==> config.mk <==
export PLATFORM = sky130hd
export DESIGN_NAME = wb_xbar_dec_flat
export DESIGN_NICKNAME = d
export VERILOG_FILES = /design/src/rtl/wb_xbar_pkg.sv /design/src/rtl/wb_xbar_dec_if.sv /design/src/rtl/wb_xbar_addr_dec.sv /design/src/rtl/wb_xbar_dec.sv /design/src/flat_wrapper.sv
export SDC_FILE = /design/constraint.sdc
export NUM_CORES = 1
export LEC_CHECK = 0
export ABC_AREA = 1
export CAP_MARGIN = 20
export CORE_ASPECT_RATIO = 0.6
export CORE_UTILIZATION = 31
export DETAILED_ROUTE_END_ITERATION = 16
export PLACE_DENSITY = 0.77
export SYNTH_ARGS = -nofsm -noshare
export SYNTH_HDL_FRONTEND = slang
export SYNTH_SLANG_ARGS = --single-unit
==> constraint.sdc <==
create_clock -name clk -period 2.1 [get_ports clk]
set_clock_uncertainty 0.05 [all_clocks]
set_input_delay 0.21 -clock clk [delete_from_list [all_inputs] [get_ports clk]]
set_output_delay 0.21 -clock clk [all_outputs]
set_load 0.005 [all_outputs]
==> src/rtl/wb_xbar_pkg.sv <==
// Shared types and helpers for the Wishbone one-to-N decoder.
// FSM encoding plus elaboration-time and decode helper functions.
package wb_xbar_pkg;

    typedef enum logic [1:0] {
        IDLE = 2'd0,
        WAIT = 2'd1,
        RESP = 2'd2
    } state_t;

    localparam int MAX_SLAVES = 16;

    function automatic int clog2(input int value);
        int r;
        r = 0;
        while ((1 << r) < value) r++;
        return r;
    endfunction

    function automatic logic [3:0] onehot_to_index(input logic [MAX_SLAVES-1:0] oh);
        logic [3:0] idx;
        idx = '0;
        for (int i = 0; i < MAX_SLAVES; i++) begin
            if (oh[i]) idx = idx | 4'(i);
        end
        return idx;
    endfunction

endpackage

==> src/rtl/wb_xbar_dec_if.sv <==
// Bundle of the master-side and slave-side Wishbone signals around the decoder.
// 'slave' is the decoder's view (it is the slave of the host); 'master' is the host/peripheral view.
interface wb_xbar_dec_if #(
    parameter int N_SLAVES = 4,
    parameter int AW       = 32,
    parameter int DW       = 32
);
    logic                   m_cyc;
    logic                   m_stb;
    logic                   m_we;
    logic [AW-1:0]          m_adr;
    logic [DW/8-1:0]        m_sel;
    logic [DW-1:0]          m_dat_w;
    logic [DW-1:0]          m_dat_r;
    logic                   m_ack;
    logic                   m_err;
    logic                   m_stall;

    logic [N_SLAVES-1:0]    s_cyc;
    logic [N_SLAVES-1:0]    s_stb;
    logic                   s_we;
    logic [AW-1:0]          s_adr;
    logic [DW/8-1:0]        s_sel;
    logic [DW-1:0]          s_dat_w;
    logic [N_SLAVES*DW-1:0] s_dat_r;
    logic [N_SLAVES-1:0]    s_ack;
    logic [N_SLAVES-1:0]    s_err;

    modport slave (
        input  m_cyc, m_stb, m_we, m_adr, m_sel, m_dat_w, s_dat_r, s_ack, s_err,
        output m_dat_r, m_ack, m_err, m_stall, s_cyc, s_stb, s_we, s_adr, s_sel, s_dat_w
    );

    modport master (
        output m_cyc, m_stb, m_we, m_adr, m_sel, m_dat_w, s_dat_r, s_ack, s_err,
        input  m_dat_r, m_ack, m_err, m_stall, s_cyc, s_stb, s_we, s_adr, s_sel, s_dat_w
    );

endinterface

==> src/rtl/wb_xbar_addr_dec.sv <==
// Combinational base/mask address decoder; lowest matching index wins, all-zero mask is a catch-all.
// Zero latency; no flow control.
module wb_xbar_addr_dec
    import wb_xbar_pkg::*;
#(
    parameter int                     N_SLAVES   = 4,
    parameter int                     AW         = 32,
    parameter logic [N_SLAVES*AW-1:0] SLAVE_BASE = '0,
    parameter logic [N_SLAVES*AW-1:0] SLAVE_MASK = '0,
    localparam int                    IW         = (clog2(N_SLAVES) > 0) ? clog2(N_SLAVES) : 1
) (
    input  logic [AW-1:0] adr_i,
    output logic          hit_o,
    output logic [IW-1:0] idx_o,
    output logic [AW-1:0] rel_adr_o
);

    logic [N_SLAVES-1:0]   match;
    logic [N_SLAVES-1:0]   lowest;
    logic [MAX_SLAVES-1:0] lowest_pad;

    always_comb begin
        match = '0;
        for (int i = 0; i < N_SLAVES; i++) begin
            match[i] = ((adr_i & SLAVE_MASK[i*AW +: AW]) ==
                        (SLAVE_BASE[i*AW +: AW] & SLAVE_MASK[i*AW +: AW]));
        end
    end

    // Isolate the lowest set bit so overlapping windows resolve to the lowest index.
    assign lowest = match & (~match + N_SLAVES'(1));

    always_comb begin
        lowest_pad                 = '0;
        lowest_pad[N_SLAVES-1:0]   = lowest;
    end

    assign hit_o     = |match;
    assign idx_o     = IW'(onehot_to_index(lowest_pad));
    assign rel_adr_o = adr_i & ~SLAVE_MASK[idx_o*AW +: AW];

endmodule

==> src/rtl/wb_xbar_dec.sv <==
// One Wishbone master fanned out to N_SLAVES by address; unmapped -> err, optional timeout, abort on cyc drop.
// Slave strobe 1 cycle after accept, master ack/err 1 cycle after slave response; single outstanding, stall while busy.
module wb_xbar_dec
    import wb_xbar_pkg::*;
#(
    parameter int                     N_SLAVES   = 4,
    parameter int                     AW         = 32,
    parameter int                     DW         = 32,
    parameter logic [N_SLAVES*AW-1:0] SLAVE_BASE = '0,
    parameter logic [N_SLAVES*AW-1:0] SLAVE_MASK = '0,
    parameter int                     TIMEOUT    = 255,
    localparam int                    IW         = (clog2(N_SLAVES) > 0) ? clog2(N_SLAVES) : 1,
    localparam int                    TW         = (clog2(TIMEOUT + 1) > 0) ? clog2(TIMEOUT + 1) : 1
) (
    input  logic            clk,
    input  logic            rst,
    wb_xbar_dec_if.slave    bus,
    output logic            timeout_o
);

    localparam int TMO_LAST = (TIMEOUT > 0) ? TIMEOUT - 1 : 0;

    state_t            state_q, state_d;
    logic              we_q, we_d;
    logic [AW-1:0]     adr_q, adr_d;
    logic [DW/8-1:0]   sel_q, sel_d;
    logic [DW-1:0]     dat_w_q, dat_w_d;
    logic [DW-1:0]     dat_r_q, dat_r_d;
    logic [IW-1:0]     idx_q, idx_d;
    logic              err_q, err_d;
    logic [TW-1:0]     timer_q, timer_d;

    logic              dec_hit;
    logic [IW-1:0]     dec_idx;
    logic [AW-1:0]     dec_adr;
    logic              resp_ack;

    wb_xbar_addr_dec #(
        .N_SLAVES   (N_SLAVES),
        .AW         (AW),
        .SLAVE_BASE (SLAVE_BASE),
        .SLAVE_MASK (SLAVE_MASK)
    ) u_addr_dec (
        .adr_i     (bus.m_adr),
        .hit_o     (dec_hit),
        .idx_o     (dec_idx),
        .rel_adr_o (dec_adr)
    );

    always_comb begin
        state_d   = state_q;
        we_d      = we_q;
        adr_d     = adr_q;
        sel_d     = sel_q;
        dat_w_d   = dat_w_q;
        dat_r_d   = dat_r_q;
        idx_d     = idx_q;
        err_d     = err_q;
        timer_d   = timer_q;
        timeout_o = 1'b0;

        case (state_q)
            IDLE: begin
                timer_d = '0;
                if (bus.m_cyc && bus.m_stb) begin
                    we_d    = bus.m_we;
                    adr_d   = dec_adr;
                    sel_d   = bus.m_sel;
                    dat_w_d = bus.m_dat_w;
                    idx_d   = dec_idx;
                    dat_r_d = '0;
                    err_d   = !dec_hit;
                    state_d = dec_hit ? WAIT : RESP;
                end
            end
            WAIT: begin
                timer_d = timer_q + TW'(1);
                // Abort outranks any response; err outranks ack; a real response outranks the timeout.
                if (!bus.m_cyc) begin
                    state_d = IDLE;
                end else if (bus.s_err[idx_q]) begin
                    state_d = RESP;
                    err_d   = 1'b1;
                    dat_r_d = '0;
                end else if (bus.s_ack[idx_q]) begin
                    state_d = RESP;
                    err_d   = 1'b0;
                    dat_r_d = we_q ? '0 : bus.s_dat_r[idx_q*DW +: DW];
                end else if ((TIMEOUT > 0) && (timer_q == TW'(TMO_LAST))) begin
                    state_d   = RESP;
                    err_d     = 1'b1;
                    dat_r_d   = '0;
                    timeout_o = 1'b1;
                end
            end
            RESP: begin
                state_d = IDLE;
                timer_d = '0;
            end
            default: begin
                state_d = IDLE;
            end
        endcase
    end

    always_ff @(posedge clk) begin
        if (rst) begin
            state_q <= IDLE;
            we_q    <= 1'b0;
            adr_q   <= '0;
            sel_q   <= '0;
            dat_w_q <= '0;
            dat_r_q <= '0;
            idx_q   <= '0;
            err_q   <= 1'b0;
            timer_q <= '0;
        end else begin
            state_q <= state_d;
            we_q    <= we_d;
            adr_q   <= adr_d;
            sel_q   <= sel_d;
            dat_w_q <= dat_w_d;
            dat_r_q <= dat_r_d;
            idx_q   <= idx_d;
            err_q   <= err_d;
            timer_q <= timer_d;
        end
    end

    assign resp_ack    = (state_q == RESP) && !err_q;
    assign bus.m_ack   = resp_ack;
    assign bus.m_err   = (state_q == RESP) && err_q;
    assign bus.m_stall = (state_q != IDLE);
    assign bus.m_dat_r = resp_ack ? dat_r_q : '0;

    assign bus.s_cyc   = (state_q == WAIT) ? (N_SLAVES'(1) << idx_q) : '0;
    assign bus.s_stb   = (state_q == WAIT) ? (N_SLAVES'(1) << idx_q) : '0;
    assign bus.s_we    = we_q;
    assign bus.s_adr   = adr_q;
    assign bus.s_sel   = sel_q;
    assign bus.s_dat_w = dat_w_q;

endmodule
==> src/flat_wrapper.sv <==
// flat-port wrapper written by rule: the top's interface ports become plain ports
module wb_xbar_dec_flat import wb_xbar_pkg::*;
#(
    parameter int                     N_SLAVES   = 4,
    parameter int                     AW         = 32,
    parameter int                     DW         = 32,
    parameter logic [N_SLAVES*AW-1:0] SLAVE_BASE = '0,
    parameter logic [N_SLAVES*AW-1:0] SLAVE_MASK = '0,
    parameter int                     TIMEOUT    = 255,
    localparam int                    IW         = (clog2(N_SLAVES) > 0) ? clog2(N_SLAVES) : 1,
    localparam int                    TW         = (clog2(TIMEOUT + 1) > 0) ? clog2(TIMEOUT + 1) : 1
)
  (clk, rst, timeout_o, bus_m_cyc, bus_m_stb, bus_m_we, bus_m_adr, bus_m_sel, bus_m_dat_w, bus_s_dat_r, bus_s_ack, bus_s_err, bus_m_dat_r, bus_m_ack, bus_m_err, bus_m_stall, bus_s_cyc, bus_s_stb, bus_s_we, bus_s_adr, bus_s_sel, bus_s_dat_w);
  wb_xbar_dec_if #(.N_SLAVES(N_SLAVES), .AW(AW), .DW(DW)) bus_i ();
  input  logic clk;
  input  logic rst;
  output logic timeout_o;
  input wire logic [$bits(bus_i.m_cyc)-1:0] bus_m_cyc;
  input wire logic [$bits(bus_i.m_stb)-1:0] bus_m_stb;
  input wire logic [$bits(bus_i.m_we)-1:0] bus_m_we;
  input wire logic [$bits(bus_i.m_adr)-1:0] bus_m_adr;
  input wire logic [$bits(bus_i.m_sel)-1:0] bus_m_sel;
  input wire logic [$bits(bus_i.m_dat_w)-1:0] bus_m_dat_w;
  input wire logic [$bits(bus_i.s_dat_r)-1:0] bus_s_dat_r;
  input wire logic [$bits(bus_i.s_ack)-1:0] bus_s_ack;
  input wire logic [$bits(bus_i.s_err)-1:0] bus_s_err;
  output wire logic [$bits(bus_i.m_dat_r)-1:0] bus_m_dat_r;
  output wire logic [$bits(bus_i.m_ack)-1:0] bus_m_ack;
  output wire logic [$bits(bus_i.m_err)-1:0] bus_m_err;
  output wire logic [$bits(bus_i.m_stall)-1:0] bus_m_stall;
  output wire logic [$bits(bus_i.s_cyc)-1:0] bus_s_cyc;
  output wire logic [$bits(bus_i.s_stb)-1:0] bus_s_stb;
  output wire logic [$bits(bus_i.s_we)-1:0] bus_s_we;
  output wire logic [$bits(bus_i.s_adr)-1:0] bus_s_adr;
  output wire logic [$bits(bus_i.s_sel)-1:0] bus_s_sel;
  output wire logic [$bits(bus_i.s_dat_w)-1:0] bus_s_dat_w;
  assign bus_i.m_cyc = bus_m_cyc;
  assign bus_i.m_stb = bus_m_stb;
  assign bus_i.m_we = bus_m_we;
  assign bus_i.m_adr = bus_m_adr;
  assign bus_i.m_sel = bus_m_sel;
  assign bus_i.m_dat_w = bus_m_dat_w;
  assign bus_i.s_dat_r = bus_s_dat_r;
  assign bus_i.s_ack = bus_s_ack;
  assign bus_i.s_err = bus_s_err;
  assign bus_m_dat_r = bus_i.m_dat_r;
  assign bus_m_ack = bus_i.m_ack;
  assign bus_m_err = bus_i.m_err;
  assign bus_m_stall = bus_i.m_stall;
  assign bus_s_cyc = bus_i.s_cyc;
  assign bus_s_stb = bus_i.s_stb;
  assign bus_s_we = bus_i.s_we;
  assign bus_s_adr = bus_i.s_adr;
  assign bus_s_sel = bus_i.s_sel;
  assign bus_s_dat_w = bus_i.s_dat_w;
  wb_xbar_dec #(.N_SLAVES(N_SLAVES), .AW(AW), .DW(DW), .SLAVE_BASE(SLAVE_BASE), .SLAVE_MASK(SLAVE_MASK), .TIMEOUT(TIMEOUT)) u_core (.clk(clk), .rst(rst), .bus(bus_i), .timeout_o(timeout_o));
endmodule
==> results.toml, run 1 <==
[status]
status = "complete, no violations"

[layout]
final_common_cell = "nor2_1"
diodes = 0
drive_gt1_frac = 0.0736
area_delta_synth_final_pct = 55.7
fin_util = 0.500
final_cells = 1068
fin_nets = 1076
final_cell_mix = "nor2_1 (231), clkdlybuf4s50_1 (193), dfxtp_1 (109), nand2_1 (104), o21ai_0 (75)"

[setup_path]
critPathKind = "reg -> out"
end_kind = "output port"
r2r_start = "u_core.state_q[1]"
path_delay_family = "buffers and inverters"
required_ps = 1840
path_max_fanout = 16
worst-path-buf-inv = 3
crit_start = "u_core.err_q"
worstPathCellList = "nor3_4 > inv_2 > buf_12 > nor2_1 > clkdlybuf4s50_1"
startpoint_type = "flop"
critPathSlowestCell = "clkdlybuf4s50_1"
cp.arrival_ps = 1740
cpPeakStageDelay_ps = 520

[placed_design]
place_inst = 1049
gp_congestion = 0.790
dp_hpwl_um = 9090
port_buffers = 213

[routing]
vias = 4556
met1_length_um = 6220
dr_wl_met2_um = 5460
dr.max_layer_used = "met4"
routed_wl_um = 12800
dr.pass1.iters = 4
vias_per_cell = 4.27
detail_route.wl_per_cell_um = 12.0
wl_met3_um = 1090
final_antenna_net_count = 0
first_iter_violations = 324
drc = 0

[sta]
setup_viol = 0
finalCritPeriodShare = 0.952
finalMaxSlewViolations = 0
grt_setup_unrepaired = "false"
tns_ps = 0
hold-worst-slack_ps = 432
finalHoldViolations = 0
max_freq_ghz = 0.500
period_minus_slack_ps = 2000

[yosys]
syn-mean-instance-area_um2 = 7.07
synth.distinct_cells = 27
synthCells = 667
ys_seq_area_frac = 0.476
synth_seq_cells = 112
yosysWarnings = 0
syn-cell-area_mm2 = 0.00471

[cts]
cts-root-buf = "clkbuf_16"
hold_buffers = 0
clock_latency_ps = 340
cts_tree = "done"
clock_path_buffers = 2
cts_inserted_buffers = 9
htree_levels = 3
clk_pin_slew_ps = 80
cts_sinks = 112

[pwr]
max-vdd-ir-drop_uv = 429
leakagePower_uw = 0.00315
power_density_mw_per_mm2 = 654

[worst_hold_path]
holdCritPathClass = "reg -> reg"
min_from = "u_core.bus.s_adr[14]"

[grt]
antenna_found_initial = 0
grt_pass1_vias = 4344
grt_overflow = 0
grt_pass1_wl_um = 20800
grtUsageTotal = 0.162
grt_max_degree = 64

[flow_run]
cap_violations = 0

[die]
rows = 34
start_util = 0.321
die_y_um = 97.5
fp.dieW_um = 161
num_io_pins = 322
design.die.area_mm2 = 0.0157
core_area_mm2 = 0.0147
[flip-flops by register name, indices dropped and copies added, names as in the netlist]
name                cells
u_core.err_q            1
u_core.dat_r_q         32
u_core.bus.s_adr       32
u_core.timer_q          8
u_core.state_q          2
u_core.bus.s_sel        4
u_core.bus.s_dat_w     32
u_core.bus.s_we         1
[layer usage]
metal / vias to the layer above / track usage
li1: 2409 / -
met5: - / 0
met3: 6 / 0.0666
met2: 131 / 0.253
met4: 0 / 0.0319
met1: 2010 / 0.209
[tightest hold or removal path, stage by stage (launching register included)]
cell and delay (ps):
dfxtp_1 330, nor2_1 50, nor2_1 80
[Yosys cell counts]
master,instances,area share
a21oi_1,10,0.011
and2_1,1,0.0013
buf_1,1,0.00080
buf_2,6,0.0064
buf_4,7,0.011
buf_6,13,0.031
buf_8,1,0.0032
clkbuf_1,12,0.0096
clkbuf_2,6,0.0064
conb_1,1,0.00080
dfxtp_1,112,0.48
ha_1,2,0.0053
inv_1,50,0.040
inv_2,2,0.0016
nand2_1,104,0.083
nand2_2,3,0.0040
nand2_4,2,0.0048
nand2_8,1,0.0042
nand3_1,3,0.0032
nand3_4,1,0.0037
nand4_1,2,0.0027
nor2_1,235,0.19
nor2_2,11,0.015
nor3_1,4,0.0042
nor3b_4,1,0.0040
nor4_1,1,0.0013
o21ai_0,75,0.080
[worst paths after layout]
path	slack, ps	endpoint	cells after the start
min reg2reg	430	u_core.bus.s_adr[14]	2
max	100	bus_m_dat_r[11]	5
min	430	u_core.bus.s_adr[14]	2
max reg2reg	360	u_core.bus.s_adr[19]	7
[report_power, final]
part	leakage (µW)	internal (µW)	switching, µW	total, µW
clock	0.000138	822	818	1640
sequential	0.000922	2260	69.9	2330
combinational	0.00209	474	352	826
total	0.00315	3560	1240	4800
[stage by stage]
| stage | area, µm² | power (µW) | setup WS (ps) |
|---|---|---|---|
| 6_report | 7340 | 4800 | 100 |
| 5_1_grt | 7340 | 5070 | 7.64 |
| 2_1_floorplan | 4730 | 2760 | 689 |
| 3_5_place_dp | 6940 | 3210 | 22.8 |
| 4_1_cts | 7240 | 4880 | 5.62 |
| 3_3_place_gp | 6940 | 3190 | 74.5 |
[area by class of cell]
type | count | area (µm²)
fill | 1441 | 7340
timing repair buffer | 228 | 2360
sequential | 112 | 2250
multi-input combinational | 462 | 2010
tap | 198 | 248
clock buffer | 9 | 225
inverter | 52 | 195
clock inverter | 7 | 55.1
[cells by family (layout without fill, tap and decap cells)]
kind of cell | count (synthesis) | count (layout) | share of synthesized area
compound gates | 85 | 85 | 0.0903
fa+ha+maj | 2 | 2 | 0.00531
buf+inv | 98 | 296 | 0.110
flops | 112 | 112 | 0.476
other cells | 1 | 6 | 0.000796
simple gates | 369 | 369 | 0.318
[timing repair]
item / 4_1_cts / 5_1_grt
gates cloned: 0 / 1
endpoints found under the setup margin: 33 / 30
buffers inserted: 0 / 2
resized for setup: 8 / 25
(Power assumes the default switching activity.)
==> run 2: changes to the inputs <==
--- a/config.mk
+++ b/config.mk
@@ -7,7 +7,7 @@
 export LEC_CHECK = 0
 export ABC_AREA = 1
 export CAP_MARGIN = 20
-export CORE_ASPECT_RATIO = 0.6
+export CORE_MARGIN = 5
 export CORE_UTILIZATION = 31
 export DETAILED_ROUTE_END_ITERATION = 16
 export PLACE_DENSITY = 0.77
==> run 2 against run 1 <==
- core utilization down 1.1 points
- sequential power about the same
- fmax up 3.5%
- combinational power up 0.8%
- register-to-register slack better by 30 ps
- setup slack better by 67 ps
- non-clock buffer count up 2
- sequential cell count unchanged
- die area up 13%
- count of clock-buffer cells in the layout up 1
- routed wire length up 6.8%
- design area up 0.15%
- critical path type unchanged
- critical endpoint is now bus_m_dat_r[0]
- largest power group unchanged
==> results.toml, run 2 (same netlist as run 1, synthesis figures left out) <==
[status]
status = "complete, no violations"

[setup_path]
startpoint_type = "flop"
cp.arrival_ps = 1670
path_max_fanout = 12
end_kind = "output port"
r2r_start = "u_core.timer_q[0]"
required_ps = 1840
rr_worst_depth = 11
timing.rr.end = "u_core.dat_r_q[10]"
worstSetupEndpoint = "bus_m_dat_r[0]"
crit_start = "u_core.err_q"
critPathKind = "reg -> out"
reg2reg_slack_ps = 390

[flow_run]
cap_violations = 0

[grt]
grt_pass1_wl_um = 21000
globalRouteMet3Util = 0.0816
grt_busiest_layer = "met2"
grt_overflow = 0
grtUsageTotal = 0.146
grt_pass1_vias = 4150
grt_max_degree = 64
met2_usage = 0.236
antenna_found_initial = 0
met1_usage = 0.169

[die]
fp.dieW_um = 133
num_io_pins = 322
rows = 45
core_area_mm2 = 0.0150
die_y_um = 133
start_util = 0.314
design.die.area_mm2 = 0.0178

[routing]
first_iter_violations = 170
vias_per_cell = 4.32
routed_wl_um = 13700
detail_route.wl_per_cell_um = 12.9
drc = 0
dr.pass1.iters = 4
final_antenna_net_count = 0
vias = 4574

[layout]
drive_gt1_frac = 0.0688
final_cell_area_mm2 = 0.00735
fin_nets = 1078
final_cell_mix = "nor2_1 (234), clkdlybuf4s50_1 (180), dfxtp_1 (110), nand2_1 (104), o21ai_0 (75)"
final_common_cell = "nor2_1"
fin_util = 0.489
area_delta_synth_final_pct = 56.0
diodes = 0

[cts]
cts_tree = "done"
cts_inserted_buffers = 9
clock_path_buffers = 2
clk_pin_slew_ps = 80
clock_latency_ps = 350
htree_levels = 3
cts_sinks = 112
cts-root-buf = "clkbuf_16"
hold_buffers = 0

[placed_design]
place_ws_ps = 113
placed_area_mm2 = 0.00694
dp_hpwl_um = 9750
port_buffers = 213
gp_congestion = 0.762

[sta]
grt_setup_unrepaired = "false"
finalMaxSlewViolations = 0
fin_ws_ps = 168
max_freq_ghz = 0.518
finalHoldViolations = 0
period_minus_slack_ps = 1930
hold-worst-slack_ps = 425
setup_viol = 0
finalCritPeriodShare = 0.920
tns_ps = 0

[pwr]
power_density_mw_per_mm2 = 653
leakagePower_uw = 0.00332
max-vdd-ir-drop_uv = 487

[worst_hold_path]
holdCritPathClass = "in -> reg"
[run 2: where the power goes]
group	switching [µW]	internal [µW]
combinational	356	478
clock	815	823
sequential	69.1	2260
[run 2: critical path, stage by stage, from the launching register on]
cell	delay (ps)
dfxtp_1	340
nor3_4	220
inv_2	90
clkbuf_16	180
buf_4	160
nor2_1	70
dlygate4sd2_1	260
[run 2: cell type report]
| class | instances | area (µm²) |
|---|---|---|
| clock inverter | 6 | 51.3 |
| inverter | 52 | 195 |
| tap | 188 | 235 |
| clock buffer | 10 | 229 |
| fill | 1452 | 7680 |
| multi-input combinational | 462 | 1990 |
| timing repair buffer | 230 | 2400 |
| sequential | 112 | 2240 |
[run 2: how the worst min path moves through the flow]
stage                           from  slack, ps  cells past startpoint               endpoint
2_1_floorplan                    rst        230                      1      u_core.state_q[0]
3_3_place_gp   u_core.bus.s_dat_w[3]        410                      2  u_core.bus.s_dat_w[3]
5_1_grt                bus_m_adr[27]        420                      3   u_core.bus.s_adr[27]
4_1_cts                bus_m_adr[18]        410                      3   u_core.bus.s_adr[18]
6_report               bus_m_adr[18]        420                      3   u_core.bus.s_adr[18]
3_5_place_dp    u_core.bus.s_adr[16]        420                      2   u_core.bus.s_adr[16]
[run 2: per-layer routing]
| layer | routed length (µm) | vias up |
|---|---|---|
| met5 | 0 | - |
| met4 | 191 | 0 |
| met3 | 1640 | 14 |
| met2 | 6240 | 169 |
| met1 | 5640 | 1977 |
| li1 | - | 2414 |
[run 2: timing repair]
action	4_1_cts	5_1_grt
buffers inserted	0	3
hold endpoints to repair	0	0
cloned	0	1
gates resized for setup	16	27
endpoints found under the setup margin	33	25
[run 2: metrics by stage]
stage                     power, µW  cells
after detailed placement       3220   1040
after CTS                      4880   1056
final                          4800   1060
after global routing           5060   1060
after global placement         3200   1040
after floorplan                2760    672
==> run 3: changes to the inputs <==
--- a/config.mk
+++ b/config.mk
@@ -5,12 +5,13 @@
 export SDC_FILE = /design/constraint.sdc
 export NUM_CORES = 1
 export LEC_CHECK = 0
-export ABC_AREA = 1
+export ABC_AREA = 0
 export CAP_MARGIN = 20
 export CORE_MARGIN = 5
 export CORE_UTILIZATION = 31
 export DETAILED_ROUTE_END_ITERATION = 16
-export PLACE_DENSITY = 0.77
+export PLACE_DENSITY = 0.8
+export SLEW_MARGIN = 20
 export SYNTH_ARGS = -nofsm -noshare
 export SYNTH_HDL_FRONTEND = slang
 export SYNTH_SLANG_ARGS = --single-unit
==> run 3 against run 2 <==
- the run now ends with negative setup slack left
- core utilization is 3.6 points higher
- total power is 4.0% lower
- fmax is 8.0% lower
- die area is 11% lower
- highest routed layer is now met5
- synthesized area is 11% lower
- first-iteration DRC count is 26% lower
- sequential power is 5% lower
- combinational power is 33% lower
- sequential cell count stayed put
- synthesized cell count is 28% lower
- routed wire length is 10% lower
- global-route usage is 0.43 points lower
==> results.toml, run 3 <==
[cts]
cts_tree = "done"
cts_sinks = 112
hold_buffers = 0
htree_levels = 3
clk_pin_slew_ps = 70
clock_path_buffers = 2
cts_inserted_buffers = 9
cts-root-buf = "clkbuf_16"
clock_latency_ps = 340

[setup_path]
required_ps = 1840
path_delay_family = "buffers and inverters"
crit_start = "u_core.state_q[0]"
r2r_start = "u_core.state_q[1]"
path_max_fanout = 16
critPathKind = "reg -> out"
worstPathCellList = "nor3b_4 > buf_6 > clkbuf_16 > and2_4 > clkdlybuf4s50_1"
end_kind = "output port"
critPathSlowestCell = "clkdlybuf4s50_1"
worst-path-buf-inv = 3
cp.arrival_ps = 1840
startpoint_type = "flop"
cpPeakStageDelay_ps = 490

[grt]
antenna_found_initial = 1
grt_max_degree = 74
grt_pass1_vias = 3520
grtUsageTotal = 0.142
grt_pass1_wl_um = 18200
grt_overflow = 0

[placed_design]
port_buffers = 213
gp_congestion = 0.788
dp_hpwl_um = 8570
place_ws_ps = -52.7

[pwr]
max-vdd-ir-drop_uv = 706
pwr-share-seq = 0.481
leakagePower_uw = 0.00289
p_int_uw = 3590
p_sw_uw = 1020
power_density_mw_per_mm2 = 664
p_clk_frac = 0.398
power_frac_comb = 0.121
switching_share = 0.222

[sta]
finalMaxSlewViolations = 0
tns_ps = -1.13
worstMarginPinSlew_ps = 811
finalHoldViolations = 0
finalCritPeriodShare = 1.00
setup_viol = 1
grt_setup_unrepaired = "true"
fin_ws_ps = -1.13
period_minus_slack_ps = 2100
max_freq_ghz = 0.476
slew_headroom = 0.459
hold-worst-slack_ps = 272

[die]
die_y_um = 126
num_io_pins = 322
rows = 42
fp.dieW_um = 126
core_area_mm2 = 0.0132
design.die.area_mm2 = 0.0159
start_util = 0.315

[layout]
area_delta_synth_final_pct = 66.4
final_common_cell = "clkdlybuf4s50_1"
fin_nets = 896
drive_gt1_frac = 0.0710
diodes = 0
fin_util = 0.525
final_cell_mix = "clkdlybuf4s50_1 (193), nand2_1 (142), dfxtp_1 (106), a21oi_1 (73)"

[yosys]
yosysMostFrequentCell = "nand2_1"
synth_edf_count = 0
synth.distinct_cells = 35
synth_top_cell_area_share = 0.537
ys.flop_type = "dfxtp_1"
async_flop_share = 0
syn-mean-instance-area_um2 = 8.68
yosysWarnings = 0
synthTopCellsByCount = "nand2_1 (142), dfxtp_1 (112), a21oi_1 (73), and2_1 (33), a22o_1 (32)"
synth_seq_cells = 112
syn-cell-area_mm2 = 0.00418
ys_seq_area_frac = 0.537
synthCells = 481
synth_area_leaders = "dfxtp_1 (54%), nand2_1 (13%), a21oi_1 (8.8%), a22o_1 (6.7%), and2_1 (4.9%)"
synth_top_cell_by_area = "dfxtp_1"

[routing]
dr_wl_met2_um = 5710
first_iter_violations = 126
final_antenna_net_count = 0
routed_wl_um = 12300
met1_length_um = 4970
wl_met3_um = 1370
vias = 3937
drc = 0
detail_route.wl_per_cell_um = 14.2
dr.pass1.iters = 4
vias_per_cell = 4.55
dr.max_layer_used = "met5"

[worst_hold_path]
min_from = "rst"
holdCritPathClass = "in -> reg"

[status]
status = "finished, violations left"
failed_checks = "negative setup slack"

[flow_run]
cap_violations = 0
==> run 3: path summary, 6_finish.rpt <==
| kind | end | slack [ps] | cells past startpoint |
|---|---|---|---|
| worst max register to register | u_core.dat_r_q[18] | 280 | 6 |
| worst max-delay path | bus_m_dat_r[14] | -1 | 5 |
| worst min register to register | u_core.bus.s_adr[19] | 400 | 2 |
| worst min-delay path | u_core.timer_q[5] | 270 | 4 |
==> run 3: per-layer routing <==
metal,vias up,global-route usage
met1,1779,0.161
li1,1981,-
met5,-,0
met2,158,0.233
met3,17,0.0787
met4,2,0.0353
==> run 3: power groups by stage <==
stage,clock network [µW],registers [µW],logic [µW]
global route,1980,2230,604
finish,1830,2220,558
global placement,0,2270,556
detailed placement,0,2270,559
CTS,1890,2220,562
floorplan,0,2270,171
==> run 3: final cells by class <==
cell class | instances | area [µm²]
multi-input cells | 329 | 1770
clock buffers | 10 | 229
inverters | 4 | 15.0
repair buffers | 229 | 2380
well taps | 176 | 220
clock inverters | 6 | 92.6
flip-flops and latches | 112 | 2250
fillers | 1233 | 6290
==> run 3: logic make-up (layout without fill, tap and decap cells) <==
family,Yosys count,in the layout,synth area share
AND/OR/NAND/NOR,204,204,0.218
flip-flops,112,112,0.537
AO/OA/AOI/OAI,111,111,0.169
buffers and inverters,45,249,0.0554
XOR/XNOR,5,5,0.0105
adder cells (fa/ha/maj),2,2,0.00599
other,1,6,0.000898
multiplexers,1,1,0.00270
==> run 3: what timing repair did <==
item	CTS	global route
buffers inserted	0	2
gates cloned	0	1
resized for setup	9	23
setup endpoints to repair	3	26
pin swaps	1	0
==> run 3: worst register-to-register path, delay by kind of cell (launching register included) <==
kind | cells | cell delay (ps)
simple gates | 2 | 370
flops | 1 | 330
compound gates | 2 | 620
buf+inv | 2 | 400
==> run 3: through the flow <==
stage	instance area (µm²)	power, µW	std cells
after floorplan	4190	2450	486
after global placement	6500	2820	847
after detailed placement	6500	2830	847
after CTS	6850	4670	863
after global routing	6950	4810	866
final	6950	4610	866
